===== config.mk =====
export PLATFORM = sky130hd
export DESIGN_NAME = spi_master_apb_regs
export DESIGN_NICKNAME = d
export VERILOG_FILES = /design/src/rtl/spi_master_pkg.sv /design/src/rtl/spi_master_apb_regs.sv
export SDC_FILE = /design/constraint.sdc
export NUM_CORES = 1
export LEC_CHECK = 0
export CAP_MARGIN = 20
export CORE_ASPECT_RATIO = 0.5
export CORE_MARGIN = 1.5
export CORE_UTILIZATION = 47
export CTS_CLUSTER_SIZE = 28
export DETAILED_ROUTE_END_ITERATION = 8
export PLACE_DENSITY_LB_ADDON = 0.05
export SLEW_MARGIN = 25
export SYNTH_ARGS = -nofsm -noshare
export SYNTH_HDL_FRONTEND = slang
export SYNTH_SLANG_ARGS = --single-unit

===== constraint.sdc =====
create_clock -name clk -period 1.9 [get_ports clk]
set_input_delay 0.285 -clock clk [delete_from_list [all_inputs] [get_ports clk]]
set_output_delay 0.285 -clock clk [all_outputs]
set_load 0.005 [all_outputs]

===== src/rtl/spi_master_pkg.sv =====
`default_nettype none
// ============================================================================
// Module      : spi_master_pkg
// Description : Register offsets and field positions shared by the SPI master
//               APB register file and its software-visible map.
// Revision    : 1.0 - initial release
// ============================================================================
package spi_master_pkg;

    // Byte offsets of the APB-visible registers. Only bits [4:2] are decoded.
    localparam logic [4:0] SPI_CTRL_OFS   = 5'h00;
    localparam logic [4:0] SPI_CMD_OFS    = 5'h04;
    localparam logic [4:0] SPI_STATUS_OFS = 5'h08;
    localparam logic [4:0] SPI_TXLO_OFS   = 5'h0C;
    localparam logic [4:0] SPI_TXHI_OFS   = 5'h10;
    localparam logic [4:0] SPI_RXLO_OFS   = 5'h14;
    localparam logic [4:0] SPI_RXHI_OFS   = 5'h18;

    // CTRL fields
    localparam int CTRL_OE_BIT    = 0;
    localparam int CTRL_BC_LSB    = 1;
    localparam int CTRL_BC_MSB    = 3;
    localparam int CTRL_IRQEN_BIT = 8;

    // CMD fields
    localparam int CMD_START_BIT  = 0;

    // STATUS fields
    localparam int STAT_BUSY_BIT  = 0;
    localparam int STAT_DONE_BIT  = 1;
    localparam int STAT_OVR_BIT   = 2;

endpackage : spi_master_pkg
`default_nettype wire


===== src/rtl/spi_master_apb_regs.sv =====
`default_nettype none
// ============================================================================
// Module      : spi_master_apb_regs
// Description : APB3 register file in front of the SPI master shift engine.
//               Holds configuration and the 64-bit TX word, issues the start
//               pulse, captures the RX word at end of frame and reports
//               busy/done/overrun status with a level interrupt.
// Revision    : 1.0 - initial release
// ============================================================================
module spi_master_apb_regs
    import spi_master_pkg::*;
(
    input  logic        clk,
    input  logic        rst_b,
    // APB slave
    input  logic        psel,
    input  logic        penable,
    input  logic        pwrite,
    input  logic [4:0]  paddr,
    input  logic [31:0] pwdata,
    output logic [31:0] prdata,
    output logic        pready,
    output logic        pslverr,
    // Shift engine control
    output logic        reg_ctrl_oe,
    output logic [2:0]  reg_ctrl_bc,
    output logic [63:0] reg_ctrl_tx_data,
    output logic        reg_ctrl_tran,
    input  logic        ctrl_reg_busy,
    input  logic [63:0] ctrl_reg_rx_data,
    input  logic        ctrl_reg_rd_en,
    // Interrupt
    output logic        irq
);

    // ------------------------------------------------------------------------
    // State
    // ------------------------------------------------------------------------
    logic        r_oe;
    logic [2:0]  r_bc;
    logic        r_irq_en;
    logic [63:0] r_tx;
    logic [63:0] r_rx;
    logic        r_done;
    logic        r_ovr;
    logic        r_start_pend;
    logic        r_tran;
    logic        r_cap_pend;
    logic        r_irq;

    // ------------------------------------------------------------------------
    // Bus decode
    // ------------------------------------------------------------------------
    logic [2:0]  w_idx;
    logic        w_access;
    logic        w_wr;
    logic        w_rd;
    logic        w_sel_ctrl;
    logic        w_sel_cmd;
    logic        w_sel_status;
    logic        w_sel_txlo;
    logic        w_sel_txhi;
    logic        w_sel_rxlo;
    logic        w_sel_rxhi;
    logic        w_sel_unmapped;
    logic        w_sel_cfg;
    logic        w_bsy;
    logic        w_cfg_wr_ok;
    logic        w_start_req;
    logic        w_start_ok;
    logic        w_clr_done;
    logic        w_clr_ovr;
    logic        w_done_nxt;
    logic        w_ovr_nxt;
    logic        w_unused_addr;

    assign w_idx          = paddr[4:2];
    assign w_access       = psel & penable;
    assign w_wr           = w_access & pwrite;
    assign w_rd           = w_access & ~pwrite;

    assign w_sel_ctrl     = (w_idx == SPI_CTRL_OFS[4:2]);
    assign w_sel_cmd      = (w_idx == SPI_CMD_OFS[4:2]);
    assign w_sel_status   = (w_idx == SPI_STATUS_OFS[4:2]);
    assign w_sel_txlo     = (w_idx == SPI_TXLO_OFS[4:2]);
    assign w_sel_txhi     = (w_idx == SPI_TXHI_OFS[4:2]);
    assign w_sel_rxlo     = (w_idx == SPI_RXLO_OFS[4:2]);
    assign w_sel_rxhi     = (w_idx == SPI_RXHI_OFS[4:2]);
    assign w_sel_unmapped = ~(w_sel_ctrl | w_sel_cmd | w_sel_status |
                              w_sel_txlo | w_sel_txhi | w_sel_rxlo | w_sel_rxhi);
    assign w_sel_cfg      = w_sel_ctrl | w_sel_txlo | w_sel_txhi;

    // Byte-lane bits of the address are not decoded.
    assign w_unused_addr  = ^paddr[1:0];

    // Busy covers the gap between the start pulse and the engine raising busy.
    assign w_bsy          = ctrl_reg_busy | r_start_pend;

    // Configuration is frozen while a frame is pending or in flight.
    assign w_cfg_wr_ok    = w_wr & w_sel_cfg & ~w_bsy;
    assign w_start_req    = w_wr & w_sel_cmd & pwdata[CMD_START_BIT];
    assign w_start_ok     = w_start_req & ~w_bsy;

    assign w_clr_done     = w_wr & w_sel_status & pwdata[STAT_DONE_BIT];
    assign w_clr_ovr      = w_wr & w_sel_status & pwdata[STAT_OVR_BIT];

    // Capture has priority over a W1C clear in the same cycle.
    assign w_done_nxt     = r_cap_pend ? 1'b1 : (w_clr_done ? 1'b0 : r_done);
    assign w_ovr_nxt      = (r_cap_pend & r_done) ? 1'b1 : (w_clr_ovr ? 1'b0 : r_ovr);

    // ------------------------------------------------------------------------
    // APB response
    // ------------------------------------------------------------------------
    assign pready  = 1'b1;
    assign pslverr = w_access & (w_sel_unmapped |
                                 (w_wr & w_sel_cfg & w_bsy) |
                                 (w_start_req & w_bsy));

    // Read mux; drives zero outside a read access phase.
    always_comb begin
        prdata = '0;
        if (w_rd) begin
            case (w_idx)
                SPI_CTRL_OFS[4:2]: begin
                    prdata[CTRL_OE_BIT]             = r_oe;
                    prdata[CTRL_BC_MSB:CTRL_BC_LSB] = r_bc;
                    prdata[CTRL_IRQEN_BIT]          = r_irq_en;
                end
                SPI_STATUS_OFS[4:2]: begin
                    prdata[STAT_BUSY_BIT] = w_bsy;
                    prdata[STAT_DONE_BIT] = r_done;
                    prdata[STAT_OVR_BIT]  = r_ovr;
                end
                SPI_TXLO_OFS[4:2]: prdata = r_tx[31:0];
                SPI_TXHI_OFS[4:2]: prdata = r_tx[63:32];
                SPI_RXLO_OFS[4:2]: prdata = r_rx[31:0];
                SPI_RXHI_OFS[4:2]: prdata = r_rx[63:32];
                default:           prdata = '0;
            endcase
        end
    end

    // Configuration and transmit word, writable only while idle.
    always_ff @(posedge clk or negedge rst_b) begin
        if (!rst_b) begin
            r_oe     <= 1'b0;
            r_bc     <= 3'd0;
            r_irq_en <= 1'b0;
            r_tx     <= '0;
        end else if (w_cfg_wr_ok) begin
            if (w_sel_ctrl) begin
                r_oe     <= pwdata[CTRL_OE_BIT];
                r_bc     <= pwdata[CTRL_BC_MSB:CTRL_BC_LSB];
                r_irq_en <= pwdata[CTRL_IRQEN_BIT];
            end
            if (w_sel_txlo) begin
                r_tx[31:0] <= pwdata;
            end
            if (w_sel_txhi) begin
                r_tx[63:32] <= pwdata;
            end
        end
    end

    // Start sequencing: one-cycle pulse plus a pending flag until the engine responds.
    always_ff @(posedge clk or negedge rst_b) begin
        if (!rst_b) begin
            r_tran       <= 1'b0;
            r_start_pend <= 1'b0;
        end else begin
            r_tran <= w_start_ok;
            if (w_start_ok) begin
                r_start_pend <= 1'b1;
            end else if (ctrl_reg_busy | ctrl_reg_rd_en) begin
                r_start_pend <= 1'b0;
            end
        end
    end

    // Receive capture one cycle after end-of-frame, with done/overrun tracking.
    always_ff @(posedge clk or negedge rst_b) begin
        if (!rst_b) begin
            r_cap_pend <= 1'b0;
            r_rx       <= '0;
            r_done     <= 1'b0;
            r_ovr      <= 1'b0;
        end else begin
            r_cap_pend <= ctrl_reg_rd_en;
            if (r_cap_pend) begin
                r_rx <= ctrl_reg_rx_data;
            end
            r_done <= w_done_nxt;
            r_ovr  <= w_ovr_nxt;
        end
    end

    // Level interrupt registered from the next-state DONE.
    always_ff @(posedge clk or negedge rst_b) begin
        if (!rst_b) begin
            r_irq <= 1'b0;
        end else begin
            r_irq <= w_done_nxt & r_irq_en;
        end
    end

    assign reg_ctrl_oe      = r_oe;
    assign reg_ctrl_bc      = r_bc;
    assign reg_ctrl_tx_data = r_tx;
    assign reg_ctrl_tran    = r_tran;
    assign irq              = r_irq;

endmodule : spi_master_apb_regs
`default_nettype wire


# Word level (Yosys, flattened, before mapping)
# Cells that the tools add are included.
[totals]
register_bits = 139
latch_bits = 0
ram_bits = 0
mem_bits_ro = 0
inputBits = 108
output_inout_bits = 104
wordCells = 67
mem_count = 0
[op_classes]
n_addsub = 0
mul = 0
n_div = 0
magnitude_cmp = 0
eq_ne = 6
shifts = 0
n_mux = 12
bitwise_logic = 31
n_reduce_logical = 6
[op_table]
columns = ["cell", "count"]
rows = [
  ["one-hot mux 23 bit (4 select lines)", 1],
  ["two-way mux 32 bit", 1],
  ["one-hot mux 3 bit (6 select lines)", 1],
  ["AND 1 bit", 16],
  ["one-hot mux 4 bit (4 select lines)", 1],
  ["bitwise OR 1 bit", 12],
  ["one-hot mux 1 bit (5 select lines)", 2],
  ["equality test 3 bit (second input constant)", 3],
  ["equality test 3 x 2 -> 1 bit (second input constant)", 2],
  ["two-way mux 1 bit", 6],
  ["AND reduction 2 bit", 3],
  ["nonzero test 2 bit", 2],
  ["equality test 3 x 1 -> 1 bit (second input constant)", 1],
  ["logical NOT 3 bit", 1],
  ["inverter 1 bit", 3],
]

# Longest topological paths before layout
[logic_depth]
word_depth = 11
mapped_depth = 6
ltp_nobuf = 3

# Least setup slack after synthesis
# No wires, ideal clock.
[synth_timing]
path_kind = "input-to-output"
start = "input paddr[3]"
end = "output prdata[21]"
t_arrival_ns = 1.406
required_ns = 1.615
setup_slack_ns = 0.209
stages = 6
n_path_buf = 3
path_cell_list = "buf_2 > and3b_1 > buf_2 > clkbuf_1 > a22oi_1 > a21oi_1"
[synth_between]
elab_chain_cells = 3
word_cells_on_any_way = 6
cone_classes = "4 x eq/ne; 2 x mux"
[synth_rtl]
columns = ["item", "line", "source"]
rows = [
  ["from (decl)", "spi_master_apb_regs.sv:19", "input logic [4:0] paddr,"],
  ["equality test 3 bit or equality test 3 x 2 -> 1 bit (tied branches)", "spi_master_apb_regs.sv:123", "case (w_idx)"],
  ["one-hot mux 23 bit (4 select lines) (*)", "spi_master_apb_regs.sv:123", ""],
  ["two-way mux 32 bit (*)", "spi_master_apb_regs.sv:122", "if (w_rd) begin"],
  ["to (decl)", "spi_master_apb_regs.sv:21", "output logic [31:0] prdata,"],
]
# Mark *: on every way between the ends. The rest lies on a longest branch, timed or not.

# Final worst setup path
[layout_timing]
start = "register r_ovr"
end = "output prdata[2]"
[layout_between]
elab_chain_cells = 2
[layout_rtl]
columns = ["item", "line", "source"]
rows = [
  ["from (decl)", "spi_master_apb_regs.sv:45", "logic r_ovr;"],
  ["from (signal assigned)", "spi_master_apb_regs.sv:193", "r_ovr <= w_ovr_nxt;"],
  ["one-hot mux 3 bit (6 select lines)", "spi_master_apb_regs.sv:123", ""],
  ["two-way mux 32 bit", "spi_master_apb_regs.sv:122", ""],
]
# Every way passes these cells.

==> impl_metrics.py <==
metrics = {
    "outcome": {
        "status": "complete, but fails checks",
        "violations": "negative setup slack",
    },
    "clock_tree": {
        "cts_tree": "done",
        "root_buffer": "clkbuf_16",
        "cts_made_buffers": 17,
        "h-tree-depth": 4,
        "cts_buffer_depth": 2,
        "path_clk_slew_ns": 0.06,
        "cts.sinks": 139,
        "clk_latency_ns": 0.41,
    },
    "route": {
        "drtIter0Drc": 300,
        "vias": 5310,
        "routed_wl_um": 19300,
        "drc_errors": 0,
        "avgViaCountPerCell": 5.48,
        "first_pass_iters": 4,
        "wire_per_inst_um": 19.9,
        "ant_nets": 0,
    },
    "logic_synthesis": {
        "avgSynthCellArea_um2": 13.0,
        "synth_area_leaders": "dfrtp_1, mux2_2, and3b_1, mux2_4, a22oi_1",
        "synth-edff-count": 0,
        "syn_area_um2": 6710,
        "synth-async-reset-ratio": 1.00,
        "synthMuxAreaShare": 0.251,
        "synth.distinct_cells": 42,
        "yosysTopAreaCellShare": 0.518,
        "synth_top_area_cell": "dfrtp_1",
        "synth_xor_xnor_area_share": 0,
        "synthesis.instances": 517,
        "synth_top_family_by_area": "multiplexers",
        "synth-compound-area-share": 0.0994,
        "synth_seq_cells": 139,
        "yosys_most_used_dff": "dfrtp_1",
        "synth_fp_nets": 625,
        "yosysWarnings": 0,
        "yosysSeqAreaShare": 0.518,
        "synthAdderAreaFrac": 0,
        "synthSimpleGateAreaFrac": 0.101,
    },
    "die": {
        "coreArea_um2": 13700,
        "start_util": 0.489,
        "rows": 30,
        "ioPinCount": 212,
        "fp.dieArea_um2": 15000,
        "die_w_um": 172,
        "die_h_um": 87.5,
    },
    "place": {
        "dp_hpwl_um": 12900,
        "gp_congestion": 0.801,
        "portBuffers": 208,
        "preCtsSetupSlack_ns": -0.467,
        "postPlaceCellArea_um2": 9350,
    },
    "sta": {
        "fin_crit_sh": 1.03,
        "period_needed_ns": 1.95,
        "whs_ns": 0.364,
        "setup-violations-final": 1,
        "fin_ws_ns": -0.0496,
        "drv_slew": 0,
        "rsz0062_at_grt": "true",
        "slew_headroom": 0.614,
        "skew_ns": 0.00913,
        "fmax_mhz": 513,
        "worst_pin_slew_ns": 0.579,
        "hold_viol": 0,
    },
    "worst_setup_path": {
        "crit_fanout": 2,
        "arrival_ns": 1.66,
        "critPathSlowestCell": "dfrtp_1",
        "reg2reg_depth": 5,
        "end_kind": "primary output",
        "r2r_slack_ns": 0.39,
        "critPathLaunchType": "register",
        "crit_type": "reg2out",
        "crit_path_start": "r_ovr",
        "r2r-start": "r_start_pend",
        "path_cells": "mux2_4, a221o_1, and3_4, clkbuf_2",
        "required_ns": 1.62,
        "crit_family": "flip-flops",
        "max_stage_delay_ns": 0.40,
        "critical_path_buf_inv_count": 1,
        "critical_path_depth": 4,
        "r2r_end": "reg_ctrl_tx_data[34]",
        "crit_end": "prdata[2]",
    },
    "global_route": {
        "grt_overflow": 0,
        "grt_first_pass_wirelength_um": 28500,
        "grt_use_total": 0.252,
        "grt_pass1_vias": 5370,
        "grt_max_degree": 60,
        "antenna_found_initial": 0,
    },
    "power": {
        "power_per_cell_area_nw_per_um2": 835,
        "p_leak_nw": 4.63,
        "p_sw_mw": 2.09,
        "p_seq_frac": 0.416,
        "swShare": 0.245,
        "peakVddDrop_mv": 0.639,
        "power_frac_comb": 0.185,
        "internal_power_mw": 6.42,
        "clockPowerShare": 0.400,
    },
    "finish": {
        "diodes": 0,
        "multi_input_area_um2": 3150,
        "post-route-cell-area_um2": 10200,
        "regArea_um2": 3480,
        "layout_common_cells": "clkdlybuf4s50_1, dfrtp_1, mux2_2",
        "fin_util": 0.742,
        "fillerInstances": 953,
        "synthToLayoutAreaGrowth_pct": 51.8,
        "final_layout_size_suffix_gt1_frac": 0.349,
        "layout_commonest_cell": "clkdlybuf4s50_1",
        "nets": 872,
    },
    "run": {
        "maxCapViolCount": 0,
    },
    "worst_hold_path": {
        "hold_class": "in2reg",
    },
}
worst reg2reg max path, cell delays in order (launching register included):
cell and delay (ns):
dfrtp_2 0.44, nor2_1 0.12, buf_4 0.14, nand3_2 0.12
buf_4 0.24, mux2_4 0.33
worst min path at each step:
| stage | start | end | slack, ns | depth (start not counted) |
|---|---|---|---|---|
| 6_report | ctrl_reg_rd_en | r_cap_pend | 0.36 | 1 |
| 5_1_grt | ctrl_reg_rd_en | r_cap_pend | 0.36 | 1 |
| 4_1_cts | ctrl_reg_rd_en | r_cap_pend | 0.35 | 1 |
| 3_5_place_dp | rst_b | r_rx[22] | 0.31 | 1 |
| 3_3_place_gp | rst_b | r_rx[21] | 0.30 | 1 |
| 2_1_floorplan | rst_b | irq | -0.01 | 0 |
per-layer routing:
metal | track usage | part of all wire | vias to the layer above
met5 | 0 | 0 | -
met4 | 0.0648 | 0.0067 | 0
met3 | 0.0654 | 0.067 | 14
met2 | 0.398 | 0.47 | 168
met1 | 0.346 | 0.46 | 2716
li1 | - | - | 2412
sequential cells by signal, summed over array words and instances (netlist names):
signal            flops
r_rx                 64
reg_ctrl_tx_data     64
reg_ctrl_bc           3
irq                   1
r_cap_pend            1
r_done                1
r_irq_en              1
r_ovr                 1
r_start_pend          1
reg_ctrl_oe           1
reg_ctrl_tran         1
per-stage QoR:
| step | total power, mW | std cells | setup TNS [ns] |
|---|---|---|---|
| 2_1_floorplan | 4.13 | 517 | 0 |
| 3_3_place_gp | 5.03 | 923 | -17.11 |
| 3_5_place_dp | 5.07 | 923 | -17.60 |
| 4_1_cts | 8.52 | 962 | -0.175 |
| 5_1_grt | 8.86 | 969 | -0.637 |
| 6_report | 8.51 | 969 | -0.0496 |
cells by family after synthesis:
group | count (synthesis)
AND/OR/NAND/NOR | 86
AO/OA/AOI/OAI | 107
flip-flops | 139
buffers and inverters | 44
multiplexers | 140
other | 1
power groups by stage:
stage | combinational [mW] | clock (mW) | sequential (mW)
after floorplan | 0.592 | 0 | 3.54
after global placement | 1.47 | 0 | 3.57
after detailed placement | 1.50 | 0 | 3.58
after CTS | 1.54 | 3.45 | 3.53
after global routing | 1.69 | 3.59 | 3.58
final | 1.57 | 3.40 | 3.54
cell usage after synthesis, types with 2 or more instances:
cell and n:
a211oi_1 2, o41ai_1 2, nand2_1 5, a22oi_1 27, inv_1 3, o21ai_0 29
nor3_1 2, buf_2 9, nor2b_1 2, buf_6 3, dfrtp_1 139, nor2_1 2
and3_1 2, mux2_2 104, a21oi_1 31, mux2i_1 6, a2bb2oi_1 2, nand3b_1 2
nand3_1 4, o21a_1 3, or3b_2 2, a21boi_0 2, and3b_1 55, mux2_4 30
clkbuf_1 27, nand2b_1 5, a221oi_1 2
final cells by class:
class                      instances  share of cell area
clock buffer                      19              0.0425
clock inverter                    13              0.0163
inverter                           3             0.00110
multi-input combinational        334               0.309
sequential                       139               0.342
tap                              192              0.0236
timing repair buffer             269               0.266
repair_timing:
| item | 4_1_cts | 5_1_grt |
|---|---|---|
| gates cloned | 1 | 3 |
| hold buffers | 1 | 0 |
| resized for setup | 92 | 30 |
| setup endpoints to repair | 33 | 29 |
| hold endpoints to repair | 57 | 0 |
| pin swaps | 7 | 4 |
| buffers inserted | 6 | 4 |
(Power assumes the default switching activity.)
